## config.mk

```make
export PLATFORM = sky130hd
export DESIGN_NAME = f1_lights_seq
export DESIGN_NICKNAME = d
export VERILOG_FILES = /design/src/rtl/f1_pkg.sv /design/src/rtl/f1_lights_seq_rise_detect.sv /design/src/rtl/f1_lights_seq.sv
export SDC_FILE = /design/constraint.sdc
export NUM_CORES = 1
export LEC_CHECK = 0
export ABC_AREA = 1
export CAP_MARGIN = 20
export CORE_MARGIN = 4
export CORE_UTILIZATION = 47
export CTS_CLUSTER_SIZE = 40
export DETAILED_ROUTE_END_ITERATION = 7
export PLACE_DENSITY = 0.75
export RECOVER_POWER = 100
export SKIP_CTS_REPAIR_TIMING = 1
export SLEW_MARGIN = 20
export SYNTH_ARGS = -nofsm -noshare
export SYNTH_HDL_FRONTEND = slang
export SYNTH_SLANG_ARGS = --single-unit
```

## constraint.sdc

```tcl
create_clock -name clk -period 2.1 [get_ports clk]
set_input_delay 0.315 -clock clk [delete_from_list [all_inputs] [get_ports clk]]
set_output_delay 0.315 -clock clk [all_outputs]
set_load 0.01 [all_outputs]
```

## src/rtl/f1_pkg.sv

```systemverilog
// Shared types and helpers for the F1 start-light sequencer.
// The optional false-start detection is enabled with the F1_FALSE_START_EN macro
// (consumed by the top module, not by this package).
package f1_pkg;

    // Sequencer phases: waiting, filling lamps, random hold, timing, result shown
    typedef enum logic [2:0] {
        IDLE = 3'd0,
        FILL = 3'd1,
        HOLD = 3'd2,
        GO   = 3'd3,
        DONE = 3'd4
    } state_e;

    // All-ones pattern of the requested width, right-aligned in 64 bits
    function automatic logic [63:0] all_ones(input int w);
        if (w >= 64) begin
            return '1;
        end
        return (64'd1 << w) - 64'd1;
    endfunction

endpackage

```

## src/rtl/f1_lights_seq_rise_detect.sv

```systemverilog
// Rising-edge detector for an input already synchronous to clk.
// rise is high in the clk where d is 1 and was 0 on the previous clk.
module rise_detect (
    input  logic clk,
    input  logic rst_n,
    input  logic d,
    output logic rise
);

    logic d_q;

    // Remember the previous-clk level of d
    always_ff @(posedge clk or negedge rst_n) begin
        if (!rst_n) begin
            d_q <= 1'b0;
        end else begin
            d_q <= d;
        end
    end

    assign rise = d & ~d_q;

endmodule

```

## src/rtl/f1_lights_seq.sv

```systemverilog
// F1 start-light sequencer and reaction timer.
// Fills the lamps MSB-first one per tick, holds them for a random number of
// ticks, blanks them and counts ticks until react. A saturated counter ends the
// run with timeout. Define F1_FALSE_START_EN to end a run with false_start when
// react is pressed during FILL or HOLD; without it false_start is tied low.
module f1_lights_seq
    import f1_pkg::*;
#(
    parameter int N_LIGHTS = 10,
    parameter int DLY_W    = 7,
    parameter int RT_W     = 14
) (
    input  logic                clk,
    input  logic                rst_n,
    input  logic                tick,
    input  logic                trigger,
    input  logic                react,
    input  logic [DLY_W-1:0]    rnd_delay,
    output logic                en_lfsr,
    output logic [N_LIGHTS-1:0] ledr,
    output logic                busy,
    output logic [RT_W-1:0]     result,
    output logic                result_valid,
    output logic                timeout,
    output logic                false_start
);

    localparam logic [N_LIGHTS-1:0] LED_ALL = N_LIGHTS'(all_ones(N_LIGHTS));
    localparam logic [RT_W-1:0]     RT_ALL  = RT_W'(all_ones(RT_W));
    localparam logic [DLY_W-1:0]    DLY_ONE = DLY_W'(1);
    localparam logic [RT_W-1:0]     RT_ONE  = RT_W'(1);

    state_e              state_q, state_d;
    logic [N_LIGHTS-1:0] ledr_q, ledr_d;
    logic [DLY_W-1:0]    dly_q, dly_d;
    logic [RT_W-1:0]     rt_q, rt_d;
    logic [RT_W-1:0]     result_q, result_d;
    logic                rv_q, rv_d;
    logic                timeout_q, timeout_d;
`ifdef F1_FALSE_START_EN
    logic                fs_q, fs_d;
`endif

    logic trig_rise;
    logic react_rise;

    rise_detect u_trig_rise (
        .clk   (clk),
        .rst_n (rst_n),
        .d     (trigger),
        .rise  (trig_rise)
    );

    rise_detect u_react_rise (
        .clk   (clk),
        .rst_n (rst_n),
        .d     (react),
        .rise  (react_rise)
    );

    // State, lamp, counter and result registers; reset aborts any run
    always_ff @(posedge clk or negedge rst_n) begin
        if (!rst_n) begin
            state_q   <= IDLE;
            ledr_q    <= '0;
            dly_q     <= '0;
            rt_q      <= '0;
            result_q  <= '0;
            rv_q      <= 1'b0;
            timeout_q <= 1'b0;
`ifdef F1_FALSE_START_EN
            fs_q      <= 1'b0;
`endif
        end else begin
            state_q   <= state_d;
            ledr_q    <= ledr_d;
            dly_q     <= dly_d;
            rt_q      <= rt_d;
            result_q  <= result_d;
            rv_q      <= rv_d;
            timeout_q <= timeout_d;
`ifdef F1_FALSE_START_EN
            fs_q      <= fs_d;
`endif
        end
    end

    // Next-state and next-register logic; react has priority over a same-clk tick
    always_comb begin
        state_d   = state_q;
        ledr_d    = ledr_q;
        dly_d     = dly_q;
        rt_d      = rt_q;
        result_d  = result_q;
        rv_d      = 1'b0;
        timeout_d = timeout_q;
`ifdef F1_FALSE_START_EN
        fs_d      = fs_q;
`endif
        unique case (state_q)
            IDLE: begin
                ledr_d = '0;
                if (trig_rise) begin
                    state_d = FILL;
                end
            end
            FILL: begin
`ifdef F1_FALSE_START_EN
                if (react_rise) begin
                    state_d  = DONE;
                    fs_d     = 1'b1;
                    result_d = '0;
                    rv_d     = 1'b1;
                    ledr_d   = LED_ALL;
                end else
`endif
                if (tick) begin
                    if (ledr_q == LED_ALL) begin
                        state_d = HOLD;
                        dly_d   = (rnd_delay == '0) ? DLY_ONE : rnd_delay;
                    end else begin
                        ledr_d = {1'b1, ledr_q[N_LIGHTS-1:1]};
                    end
                end
            end
            HOLD: begin
                ledr_d = LED_ALL;
`ifdef F1_FALSE_START_EN
                if (react_rise) begin
                    state_d  = DONE;
                    fs_d     = 1'b1;
                    result_d = '0;
                    rv_d     = 1'b1;
                end else
`endif
                if (tick) begin
                    if (dly_q == DLY_ONE) begin
                        state_d = GO;
                        ledr_d  = '0;
                        rt_d    = '0;
                    end else begin
                        dly_d = dly_q - DLY_ONE;
                    end
                end
            end
            GO: begin
                ledr_d = '0;
                if (react_rise) begin
                    state_d   = DONE;
                    result_d  = rt_q;
                    rv_d      = 1'b1;
                    timeout_d = 1'b0;
                end else if (tick) begin
                    if (rt_q == RT_ALL) begin
                        state_d   = DONE;
                        result_d  = RT_ALL;
                        rv_d      = 1'b1;
                        timeout_d = 1'b1;
                    end else begin
                        rt_d = rt_q + RT_ONE;
                    end
                end
            end
            DONE: begin
                if (trig_rise) begin
                    state_d   = FILL;
                    ledr_d    = '0;
                    timeout_d = 1'b0;
`ifdef F1_FALSE_START_EN
                    fs_d      = 1'b0;
`endif
                end
            end
            default: begin
                state_d = IDLE;
                ledr_d  = '0;
            end
        endcase
    end

    assign ledr         = ledr_q;
    assign result       = result_q;
    assign result_valid = rv_q;
    assign timeout      = timeout_q;
    assign busy         = (state_q == FILL) || (state_q == HOLD) || (state_q == GO);
    assign en_lfsr      = (state_q != HOLD);
`ifdef F1_FALSE_START_EN
    assign false_start  = fs_q;
`else
    assign false_start  = 1'b0;
`endif

endmodule

```

Yosys cells after proc, flatten, opt, wreduce, memory -nomap -nowiden
Index checks and enable logic that the tools add are counted.
- register bits after elaboration: 52
- bits of input ports: 12
- output and inout port bits: 29
- logic and storage cells: 91
- add/subtract/negate cells: 2
- eq/ne operators: 21
- muxes and demuxes: 39
- bitwise logic cells: 4
- reduce and logical (&&, ||, !) cells: 16
- operator list (operator ; count):
    $mux W14 ; 8
    $mux W10 ; 5
    $mux W7 ; 5
    $pmux W10 S3 ; 1
    $pmux W14 S2 ; 1
    $mux W3 ; 8
    $ne A2 B2 Y1 const B ; 10
    $add A14 B1 Y14 const B ; 1
    $eq A14 B14 Y1 const B ; 1
    $pmux W7 S2 ; 1
    $pmux W3 S4 ; 1
    $eq A10 B10 Y1 const B ; 1
    $reduce_bool A2 Y1 ; 5
    $mux W1 ; 8
    $eq A7 B1 Y1 const B ; 1
    $logic_not A7 Y1 ; 1
    $reduce_and A7 Y1 ; 1
    $sub A7 B1 Y7 const B ; 1
    $eq A3 B2 Y1 const B ; 2
    $ne A3 B3 Y1 const B ; 2
    $reduce_and A3 Y1 ; 2
    $reduce_and A6 Y1 ; 1
    $reduce_and A5 Y1 ; 1
    $reduce_and A4 Y1 ; 1
    10 further kinds ; 13

Logic depth before layout (Yosys ltp)
Gate-level depths: netlist of the first run.
- depth after elaboration: 5
- depth in mapped cells: 12
- gate-level depth less buffers: 12

Hierarchy
From an unflattened synthesis of the first run, not the netlist that was laid out.
- cell total of the unflattened synthesis: 404
- area total of the unflattened synthesis: 2917.8 um2
- modules (own cells, without submodules) (module ; instances ; cells an instance ; area each (um2) ; seq. area each (um2)):
    f1_lights_seq ; 1 ; 398 ; 2847.7 ; 1251.2
    rise_detect ; 2 ; 3 ; 35.0 ; 25.0

Worst setup path after synthesis of the first run
No wires, ideal clock.
- path type: reg2reg
- start point: register rt_q[0]
- end point: register rt_q[3]
- library setup time: 0.076 ns
- data arrival time: 1.422 ns
- required time: 2.024 ns
- path slack: 0.602 ns
- stages on the path, launching flop included: 9
- buffers on the path: 1
- period minus slack after synthesis: 1.498 ns
- cell sequence: dfrtp_1 -> ha_1 -> nand3_2 -> nor3_2 -> nand4_1 -> nand2_4 -> buf_6 -> nand2_1 -> o21ai_1
- longest elaborated chain between the ends: 5
- elaborated cells on any way between the ends: 8
- those cells by class: add/sub: 1; eq/ne: 2; mux: 4; reduce/logical: 1
- RTL lines (what ; line ; text):
    start, declared ; f1_lights_seq.sv:36 ; logic [RT_W-1:0] rt_q, rt_d;
    start signal, assigned ; f1_lights_seq.sv:78 ; rt_q <= rt_d;
    $add A14 B1 Y14 ; f1_lights_seq.sv:160 ; rt_d = rt_q + RT_ONE;
    $mux W14 ; f1_lights_seq.sv:154 ; if (rt_q == RT_ALL) begin
    $mux W14 ; f1_lights_seq.sv:153 ; end else if (tick) begin
    $mux W14 ; f1_lights_seq.sv:148 ; if (react_rise) begin
    $pmux W14 S2 ; f1_lights_seq.sv:100 ; unique case (state_q)
Parallel ways exist; a longest one is shown, timed or not. The select of a mux whose other input is x is not followed.
A chain may end at the register's enable or synchronous reset.

Final worst setup path of the first run
- start point: register state_q[0]
- end point: output port en_lfsr
- longest elaborated chain between the ends: 1
- RTL lines (what ; line ; text):
    start, declared ; f1_lights_seq.sv:33 ; state_e state_q, state_d;
    start signal, assigned ; f1_lights_seq.sv:75 ; state_q <= state_d;
    $ne A3 B2 Y1 ; f1_lights_seq.sv:186 ; assign en_lfsr = (state_q != HOLD);
    end, declared ; f1_lights_seq.sv:19 ; output logic en_lfsr,
Every way passes these cells.

==> flow_summary.html, run 1 <==
<table>
<tr><th>Metric</th><th>Value</th></tr>
<tr><th colspan="2">Run status</th></tr>
<tr><td>Result of the run</td><td>completed</td></tr>
<tr><th colspan="2">Power and ir drop</th></tr>
<tr><td>Switching part of the total power</td><td>0.401</td></tr>
<tr><td>Peak supply drop</td><td>0.000669 V</td></tr>
<tr><td>Clock group share of total power</td><td>0.167</td></tr>
<tr><td>Net Sw Power</td><td>1.67 mW</td></tr>
<tr><td>Leakage power total</td><td>1.69 nW</td></tr>
<tr><td>Cell-internal power</td><td>approximately 2.5 mW</td></tr>
<tr><td>Comb pwr share</td><td>0.446</td></tr>
<tr><td>PD cells</td><td>1210 nW/um^2</td></tr>
<tr><td>Share of total power in sequential cells</td><td>0.388</td></tr>
<tr><th colspan="2">Worst setup path</th></tr>
<tr><td>Worst setup path class</td><td>reg2out</td></tr>
<tr><td>Logic depth of the worst register-to-register path</td><td>8</td></tr>
<tr><td>Data required time at the worst endpoint</td><td>1780 ps</td></tr>
<tr><td>Largest fanout on the critical path</td><td>12</td></tr>
<tr><td>Element type at the critical path start</td><td>flop</td></tr>
<tr><td>CP arrival</td><td>1660 ps</td></tr>
<tr><td>CP Capture Type</td><td>output port</td></tr>
<tr><th colspan="2">Synthesis</th></tr>
<tr><td>Sequential share of the synthesized area</td><td>0.449</td></tr>
<tr><td>Per-instance average area after synthesis</td><td>7.26 um^2</td></tr>
<tr><td>Number of standard cells after synthesis</td><td>399</td></tr>
<tr><td>Yosys synthesis warning count</td><td>0</td></tr>
<tr><td>Post-synthesis register bit count</td><td>52</td></tr>
<tr><td>Syn Nets</td><td>414</td></tr>
<tr><td>Synth unique cells</td><td>28</td></tr>
<tr><td>Cell area after synthesis</td><td>2900 um^2</td></tr>
<tr><th colspan="2">Die</th></tr>
<tr><td>Std-Cell Core Area</td><td>5960 um^2</td></tr>
<tr><td>X dimension of the die</td><td>between 80 and 90 um</td></tr>
<tr><td>Initial core utilization</td><td>0.487</td></tr>
<tr><td>Full die area</td><td>7490 um^2</td></tr>
<tr><td>Height of the die</td><td>86.5 um</td></tr>
<tr><td>Number of I/O pins</td><td>41</td></tr>
<tr><td>Number of rows created at floorplan</td><td>28</td></tr>
<tr><th colspan="2">STA</th></tr>
<tr><td>Final-report setup violation count</td><td>0</td></tr>
<tr><td>Number of slew-limit violations in the final report</td><td>0</td></tr>
<tr><td>Slew at the pin with the worst max-slew slack</td><td>1360 ps</td></tr>
<tr><td>Minimum period implied by the final worst setup slack</td><td>about 2000 ps</td></tr>
<tr><td>Setup repair after global routing missed its margin</td><td>no</td></tr>
<tr><td>Post-route fraction of the period consumed by the critical path</td><td>0.942</td></tr>
<tr><td>Final Hold Vio Count</td><td>0</td></tr>
<tr><td>Peak Freq</td><td>about 510 MHz</td></tr>
<tr><td>Setup tns final</td><td>0 ps</td></tr>
<tr><td>Setup skew after layout</td><td>~6.6 ps</td></tr>
<tr><td>Slew Limit Headroom</td><td>0.0903</td></tr>
<tr><th colspan="2">Drt</th></tr>
<tr><td>Drt drc</td><td>0</td></tr>
<tr><td>Routed via count</td><td>2637</td></tr>
<tr><td>Number of detailed-routing iterations run before antenna repair</td><td>5</td></tr>
<tr><td>Iteration-0 DRC Markers</td><td>around 170</td></tr>
<tr><td>Wire per inst</td><td>12.4 um</td></tr>
<tr><td>Via density per instance</td><td>5.14</td></tr>
<tr><td>Total wire length</td><td>6.38 mm</td></tr>
<tr><td>Remaining antenna violation count after routing</td><td>0</td></tr>
<tr><th colspan="2">Clocking</th></tr>
<tr><td>H-tree depth</td><td>2</td></tr>
<tr><td>Root buf cell</td><td>clkbuf_8</td></tr>
<tr><td>Number of buffers created by CTS</td><td>5</td></tr>
<tr><td>Clock Pin Slew Worst Setup and Hold Paths</td><td>90 ps</td></tr>
<tr><td>Deepest clock path buffer count</td><td>2</td></tr>
<tr><td>Number of sinks on the clock net</td><td>52</td></tr>
<tr><td>Insertion delay of the later-clocked pin in the worst-skew pair</td><td>310 ps</td></tr>
<tr><td>Clock tree from TritonCTS</td><td>yes</td></tr>
<tr><th colspan="2">Cells and area</th></tr>
<tr><td>Number of diodes added for antenna fixing</td><td>0</td></tr>
<tr><td>Final-layout fill cell count</td><td>589</td></tr>
<tr><td>Share of cells above drive strength 1</td><td>0.0708</td></tr>
<tr><td>Area Growth Syn to Fin</td><td>18.4%</td></tr>
<tr><td>Final layout net count</td><td>around 450</td></tr>
<tr><td>Final instance count without filler cells</td><td>513</td></tr>
<tr><th colspan="2">Placed design</th></tr>
<tr><td>Port-buffer cells</td><td>39</td></tr>
<tr><td>HPWL after detailed placement</td><td>4.66 mm</td></tr>
<tr><td>Global placement routability congestion</td><td>0.869</td></tr>
<tr><td>Number of placed instances with taps included</td><td>505</td></tr>
<tr><th colspan="2">Min path</th></tr>
<tr><td>Worst hold path class</td><td>in2async</td></tr>
<tr><th colspan="2">Global routing</th></tr>
<tr><td>Grt total ovfl</td><td>0</td></tr>
<tr><td>Via count of the first global-routing pass</td><td>2428</td></tr>
<tr><td>First-pass GRT wire length</td><td>11.0 mm</td></tr>
<tr><td>Antenna violations before repair</td><td>0</td></tr>
<tr><td>Maximum number of pins on one net before global-route repair</td><td>28</td></tr>
<tr><td>Total routing usage reported by global routing</td><td>0.181</td></tr>
<tr><th colspan="2">Flow run</th></tr>
<tr><td>Number of max-capacitance violations reported</td><td>0</td></tr>
</table>
[worst max-delay path, cell delays in order (launching register included)]
cell	delay (ps)
dfrtp_2	480
inv_1	100
nand3_2	210
clkdlybuf4s50_1	560
[kinds of logic after synthesis]
| group | Yosys count | synth area share |
|---|---|---|
| other cells | 1 | 0.00129 |
| buf+inv | 63 | 0.0954 |
| xor+xnor | 1 | 0.00302 |
| fa+ha+maj | 3 | 0.0130 |
| flops | 52 | 0.449 |
| simple gates | 211 | 0.315 |
| compound gates | 68 | 0.123 |
[cells in the final DEF (no fill, tap or decap)]
master / n
or2_2: 4
nor2_2: 1
o21ai_1: 4
nand2_1: 109
conb_1: 1
o21a_1: 1
clkdlybuf4s50_1: 10
clkbuf_1: 1
buf_4: 3
xnor2_1: 1
clkinvlp_4: 1
o211ai_1: 2
bufinv_16: 1
o22ai_1: 1
clkbuf_8: 5
nor3_2: 1
inv_2: 3
nand2_2: 2
o21ai_0: 29
o21bai_1: 3
nand2_4: 2
dfrtp_2: 1
nand3_1: 26
inv_1: 47
clkbuf_2: 2
nor3_1: 4
nand3_2: 4
dfrtp_1: 51
clkinv_2: 1
dlygate4sd3_1: 28
nand4_1: 7
ha_1: 3
nor2_1: 51
a21oi_1: 28
[power by group through the flow]
stage          combinational [mW]  clock (mW)  sequential [mW]
5_1_grt                      2.09       0.744             1.68
3_3_place_gp                 1.94           0             1.63
2_1_floorplan                1.16           0             1.69
6_report                     1.85       0.694             1.61
3_5_place_dp                 2.00           0             1.64
4_1_cts                      2.00       0.705             1.63
[area by class of cell]
type,count,area (um^2),area share
inverters,50,188,0.0547
well taps,75,93.8,0.0274
multi-input cells,284,1320,0.384
repair buffers,44,417,0.121
clock buffers,5,68.8,0.0201
clock inverters,3,42.5,0.0124
flip-flops and latches,52,1300,0.380
[metrics by stage]
step | total power, mW | setup slack [ps] | hold WS (ps) | utilization | cell area, um^2
CTS | 4.33 | 64.9 | 19.7 | 0.579 | 3450
finish | 4.16 | 123 | 293 | 0.576 | 3430
detailed placement | 3.64 | 252 | 355 | 0.561 | 3340
global route | 4.51 | 18.3 | 408 | 0.576 | 3430
global placement | 3.57 | 329 | 356 | 0.561 | 3340
floorplan | 2.85 | 602 | 19.4 | - | 2900
[registers in the layout, summed over array words and instances (netlist names)]
name and count:
state_q 3, result 14, u_trig_rise.d_q 1, u_react_rise.d_q 1
rt_q 14, timeout 1, result_valid 1, ledr 10
dly_q 7
[layer usage]
metal,vias to the layer above,share of wire,GRT usage
li1,1344,-,-
met1,1209,0.46,0.248
met2,76,0.48,0.295
met3,8,0.049,0.0323
met4,0,0.013,0.0538
met5,-,0,0
[worst paths after layout]
kind	slack, ps	start	end
worst max register to register	260	rt_q[0]	rt_q[7]
max in group asynchronous	450	rst_n	state_q[0]
min in group clk	480	timeout	timeout
worst min-delay path	290	rst_n	ledr[5]
worst max-delay path	120	state_q[0]	en_lfsr
worst min register to register	480	timeout	timeout
[Yosys cell counts (all sizes together)]
cell type,instances,share of area
ha,3,0.013
a21oi,28,0.048
nand4,7,0.015
o21a,1,0.0026
nand2,113,0.15
o21ai,33,0.057
nand3,30,0.059
inv,50,0.065
xnor2,1,0.0030
nor3,5,0.010
conb,1,0.0013
buf,11,0.028
o22ai,1,0.0022
nor2,52,0.068
o211ai,2,0.0052
clkbuf,2,0.0026
dfrtp,52,0.45
or2,4,0.0086
o21bai,3,0.0078
(Power assumes the default switching activity.)
==> run 2, diff against run 1 <==
--- a/config.mk
+++ b/config.mk
@@ -11,6 +11,7 @@
 export CORE_UTILIZATION = 47
 export CTS_CLUSTER_SIZE = 40
 export DETAILED_ROUTE_END_ITERATION = 7
+export HOLD_SLACK_MARGIN = 0.12
 export PLACE_DENSITY = 0.75
 export RECOVER_POWER = 100
 export SKIP_CTS_REPAIR_TIMING = 1
==> run 2 against run 1 <==
Compared with the run above: hold slack gained 190 ps; utilization rose by 0.42 points; clock-buffer cell count stayed put.
==> flow_summary.html, run 2 (synthesis results as in run 1) <==
<table>
<tr><th>Metric</th><th>Value</th></tr>
<tr><th colspan="2">Global routing</th></tr>
<tr><td>First-pass GRT wire length</td><td>11.0 mm (unchanged)</td></tr>
<tr><td>Via count of the first global-routing pass</td><td>2428 (unchanged)</td></tr>
<tr><td>Antenna violations before repair</td><td>0 (unchanged)</td></tr>
<tr><td>Grt total ovfl</td><td>0 (unchanged)</td></tr>
<tr><td>Total routing usage reported by global routing</td><td>0.181 (unchanged)</td></tr>
<tr><td>Maximum number of pins on one net before global-route repair</td><td>28 (unchanged)</td></tr>
<tr><th colspan="2">STA</th></tr>
<tr><td>Slew at the pin with the worst max-slew slack</td><td>1440 ps (+72.4 ps)</td></tr>
<tr><td>Peak Freq</td><td>509 MHz (+0.61%)</td></tr>
<tr><td>Final Worst Setup Slack</td><td>135 ps (+12.0 ps)</td></tr>
<tr><td>Worst hold slack</td><td>482 ps (+188 ps)</td></tr>
<tr><td>Number of slew-limit violations in the final report</td><td>0 (unchanged)</td></tr>
<tr><td>Minimum period implied by the final worst setup slack</td><td>1970 ps (-12.0 ps)</td></tr>
<tr><td>Final Hold Vio Count</td><td>0 (unchanged)</td></tr>
<tr><td>Final-report setup violation count</td><td>0 (unchanged)</td></tr>
<tr><td>Slew Limit Headroom</td><td>0.0420 (-0.0483)</td></tr>
<tr><td>Setup repair after global routing missed its margin</td><td>no</td></tr>
<tr><td>Post-route fraction of the period consumed by the critical path</td><td>0.936 (-0.00570)</td></tr>
<tr><td>Setup skew after layout</td><td>7.36 ps (+0.796 ps)</td></tr>
<tr><td>Setup tns final</td><td>0 ps (unchanged)</td></tr>
<tr><th colspan="2">Placed design</th></tr>
<tr><td>Number of placed instances with taps included</td><td>505 (unchanged)</td></tr>
<tr><td>Port-buffer cells</td><td>39 (unchanged)</td></tr>
<tr><td>Global placement routability congestion</td><td>0.869 (unchanged)</td></tr>
<tr><td>Area after detailed placement</td><td>3340 um^2 (unchanged)</td></tr>
<tr><td>HPWL after detailed placement</td><td>4.66 mm (unchanged)</td></tr>
<tr><td>Post-Place Worst Slack</td><td>252 ps (unchanged)</td></tr>
<tr><th colspan="2">Clocking</th></tr>
<tr><td>Clock Pin Slew Worst Setup and Hold Paths</td><td>100 ps (about the same)</td></tr>
<tr><td>Clock tree from TritonCTS</td><td>yes</td></tr>
<tr><td>Root buf cell</td><td>clkbuf_8</td></tr>
<tr><td>Number of buffers created by CTS</td><td>5 (unchanged)</td></tr>
<tr><td>H-tree depth</td><td>2 (unchanged)</td></tr>
<tr><td>Deepest clock path buffer count</td><td>2 (unchanged)</td></tr>
<tr><td>Insertion delay of the later-clocked pin in the worst-skew pair</td><td>310 ps (about the same)</td></tr>
<tr><td>Number of sinks on the clock net</td><td>52 (unchanged)</td></tr>
<tr><th colspan="2">Die</th></tr>
<tr><td>Initial core utilization</td><td>0.487 (unchanged)</td></tr>
<tr><td>Number of I/O pins</td><td>41 (unchanged)</td></tr>
<tr><td>Std-Cell Core Area</td><td>5960 um^2 (unchanged)</td></tr>
<tr><td>Number of rows created at floorplan</td><td>28 (unchanged)</td></tr>
<tr><td>X dimension of the die</td><td>86.5 um (unchanged)</td></tr>
<tr><td>Full die area</td><td>7490 um^2 (unchanged)</td></tr>
<tr><td>Height of the die</td><td>86.5 um (unchanged)</td></tr>
<tr><th colspan="2">Worst setup path</th></tr>
<tr><td>Element type at the critical path start</td><td>flop</td></tr>
<tr><td>Data required time at the worst endpoint</td><td>1780 ps (about the same)</td></tr>
<tr><td>Source of the critical timing path</td><td>state_q[1]</td></tr>
<tr><td>Logic depth of the worst register-to-register path</td><td>8 (unchanged)</td></tr>
<tr><td>CP Capture Type</td><td>output port</td></tr>
<tr><td>Category of cells accounting for the largest share of critical-path delay</td><td>buffers and inverters</td></tr>
<tr><td>Slowest cell on the critical path</td><td>clkdlybuf4s50_1</td></tr>
<tr><td>Worst-path cell chain</td><td>nand3_2, clkdlybuf4s50_1</td></tr>
<tr><td>Total stage count of the critical path</td><td>2 (-1)</td></tr>
<tr><td>Delay of the slowest cell on the worst path</td><td>560 ps (about the same)</td></tr>
<tr><td>Beginning of the worst register-to-register path</td><td>rt_q[0]</td></tr>
<tr><td>Crit path buf inv count</td><td>1 (-1)</td></tr>
<tr><td>CP arrival</td><td>1650 ps (about the same)</td></tr>
<tr><td>R2R setup slack</td><td>240 ps (-20 ps)</td></tr>
<tr><td>Largest fanout on the critical path</td><td>12 (unchanged)</td></tr>
<tr><td>Worst flop-to-flop path endpoint</td><td>rt_q[7]</td></tr>
<tr><td>Worst setup path class</td><td>reg2out</td></tr>
<tr><td>Crit path to</td><td>en_lfsr</td></tr>
<tr><th colspan="2">Cells and area</th></tr>
<tr><td>Sequential cell area</td><td>1300 um^2 (unchanged)</td></tr>
<tr><td>Area Growth Syn to Fin</td><td>19.2%</td></tr>
<tr><td>Final Util</td><td>0.580 (+0.00420)</td></tr>
<tr><td>Final-layout fill cell count</td><td>589 (unchanged)</td></tr>
<tr><td>Most common cell after layout, fill and taps aside</td><td>nand2_1</td></tr>
<tr><td>Leading cell types in the layout, fill and taps excluded</td><td>nand2_1 (109), nor2_1 (51), dfrtp_1 (51)</td></tr>
<tr><td>Layout Cell Area excl Fill</td><td>3450 um^2 (+0.73%)</td></tr>
<tr><td>Area occupied by multi-input gates</td><td>1320 um^2 (unchanged)</td></tr>
<tr><td>Final layout net count</td><td>453 (+0.22%)</td></tr>
<tr><td>Number of diodes added for antenna fixing</td><td>0 (unchanged)</td></tr>
<tr><td>Final instance count without filler cells</td><td>514 (+0.19%)</td></tr>
<tr><td>Share of cells above drive strength 1</td><td>0.0706 (-0.000161)</td></tr>
<tr><th colspan="2">Flow run</th></tr>
<tr><td>Number of max-capacitance violations reported</td><td>0 (unchanged)</td></tr>
<tr><th colspan="2">Power and ir drop</th></tr>
<tr><td>Peak supply drop</td><td>0.000667 V (-0.21%)</td></tr>
<tr><td>Total power of the final layout</td><td>4.17 mW (about the same)</td></tr>
<tr><td>PD cells</td><td>1210 nW/um^2 (-0.64%)</td></tr>
<tr><td>Leakage power total</td><td>1.70 nW (+0.56%)</td></tr>
<tr><th colspan="2">Drt</th></tr>
<tr><td>Iteration-0 DRC Markers</td><td>138 (-20%)</td></tr>
<tr><td>Drt drc</td><td>0 (unchanged)</td></tr>
<tr><td>Routed via count</td><td>2646 (+0.34%)</td></tr>
<tr><td>Total wire length</td><td>6.39 mm (+0.16%)</td></tr>
<tr><td>Wire per inst</td><td>12.4 um (about the same)</td></tr>
<tr><td>Remaining antenna violation count after routing</td><td>0 (unchanged)</td></tr>
<tr><td>Number of detailed-routing iterations run before antenna repair</td><td>4 (-1)</td></tr>
<tr><td>Via density per instance</td><td>5.15 (+0.15%)</td></tr>
<tr><th colspan="2">Min path</th></tr>
<tr><td>WHS Path Cells</td><td>2</td></tr>
<tr><td>Worst hold path class</td><td>reg2reg</td></tr>
<tr><th colspan="2">Run status</th></tr>
<tr><td>Result of the run</td><td>completed</td></tr>
</table>
## run 2: final cells by class
class / instances / area share
Clock buffer: 5 / 0.0199
Sequential cell: 52 / 0.377
Multi-Input combinational cell: 284 / 0.381
Timing Repair Buffer: 45 / 0.128
Inverter: 50 / 0.0543
Clock inverter: 3 / 0.0123
Tap cell: 75 / 0.0272
## run 2: where the power goes
part           internal, mW  leakage, nW  switching [mW]
sequential             1.34        0.660           0.268
combinational         0.800        0.987            1.06
clock                 0.353       0.0541           0.338
total                  2.50         1.70            1.67
## run 2: worst min path at each step
stage	start	end	slack, ps
global placement	rst_n	ledr[4]	360
floorplan	rst_n	dly_q[0]	20
detailed placement	rst_n	ledr[9]	360
finish	timeout	timeout	480
CTS	rst_n	ledr[5]	20
global route	timeout	timeout	540
## run 2: worst register-to-register path, delay by kind of cell, from the launching register on
family,cells,cell delay (ps)
AND/OR/NAND/NOR,6,930
adder cells (fa/ha/maj),1,270
flip-flops,1,440
buffers and inverters,1,110
## run 2: per-layer routing
layer / GRT usage / up-vias / routed length [um]
li1: - / 1346 / -
met1: 0.248 / 1228 / 2970
met2: 0.295 / 59 / 3040
met3: 0.0323 / 13 / 273
met4: 0.0538 / 0 / 105
met5: 0 / - / 0
==> run 3, diff against run 2 <==
--- a/config.mk
+++ b/config.mk
@@ -6,7 +6,7 @@
 export NUM_CORES = 1
 export LEC_CHECK = 0
 export ABC_AREA = 1
-export CAP_MARGIN = 20
+export CAP_MARGIN = 10
 export CORE_MARGIN = 4
 export CORE_UTILIZATION = 47
 export CTS_CLUSTER_SIZE = 40
@@ -15,6 +15,7 @@
 export PLACE_DENSITY = 0.75
 export RECOVER_POWER = 100
 export SKIP_CTS_REPAIR_TIMING = 1
+export SKIP_LAST_GASP = 1
 export SLEW_MARGIN = 20
 export SYNTH_ARGS = -nofsm -noshare
 export SYNTH_HDL_FRONTEND = slang
==> results of run 3 <==
Final layout, timing and power as in run 2 (identical DEF).
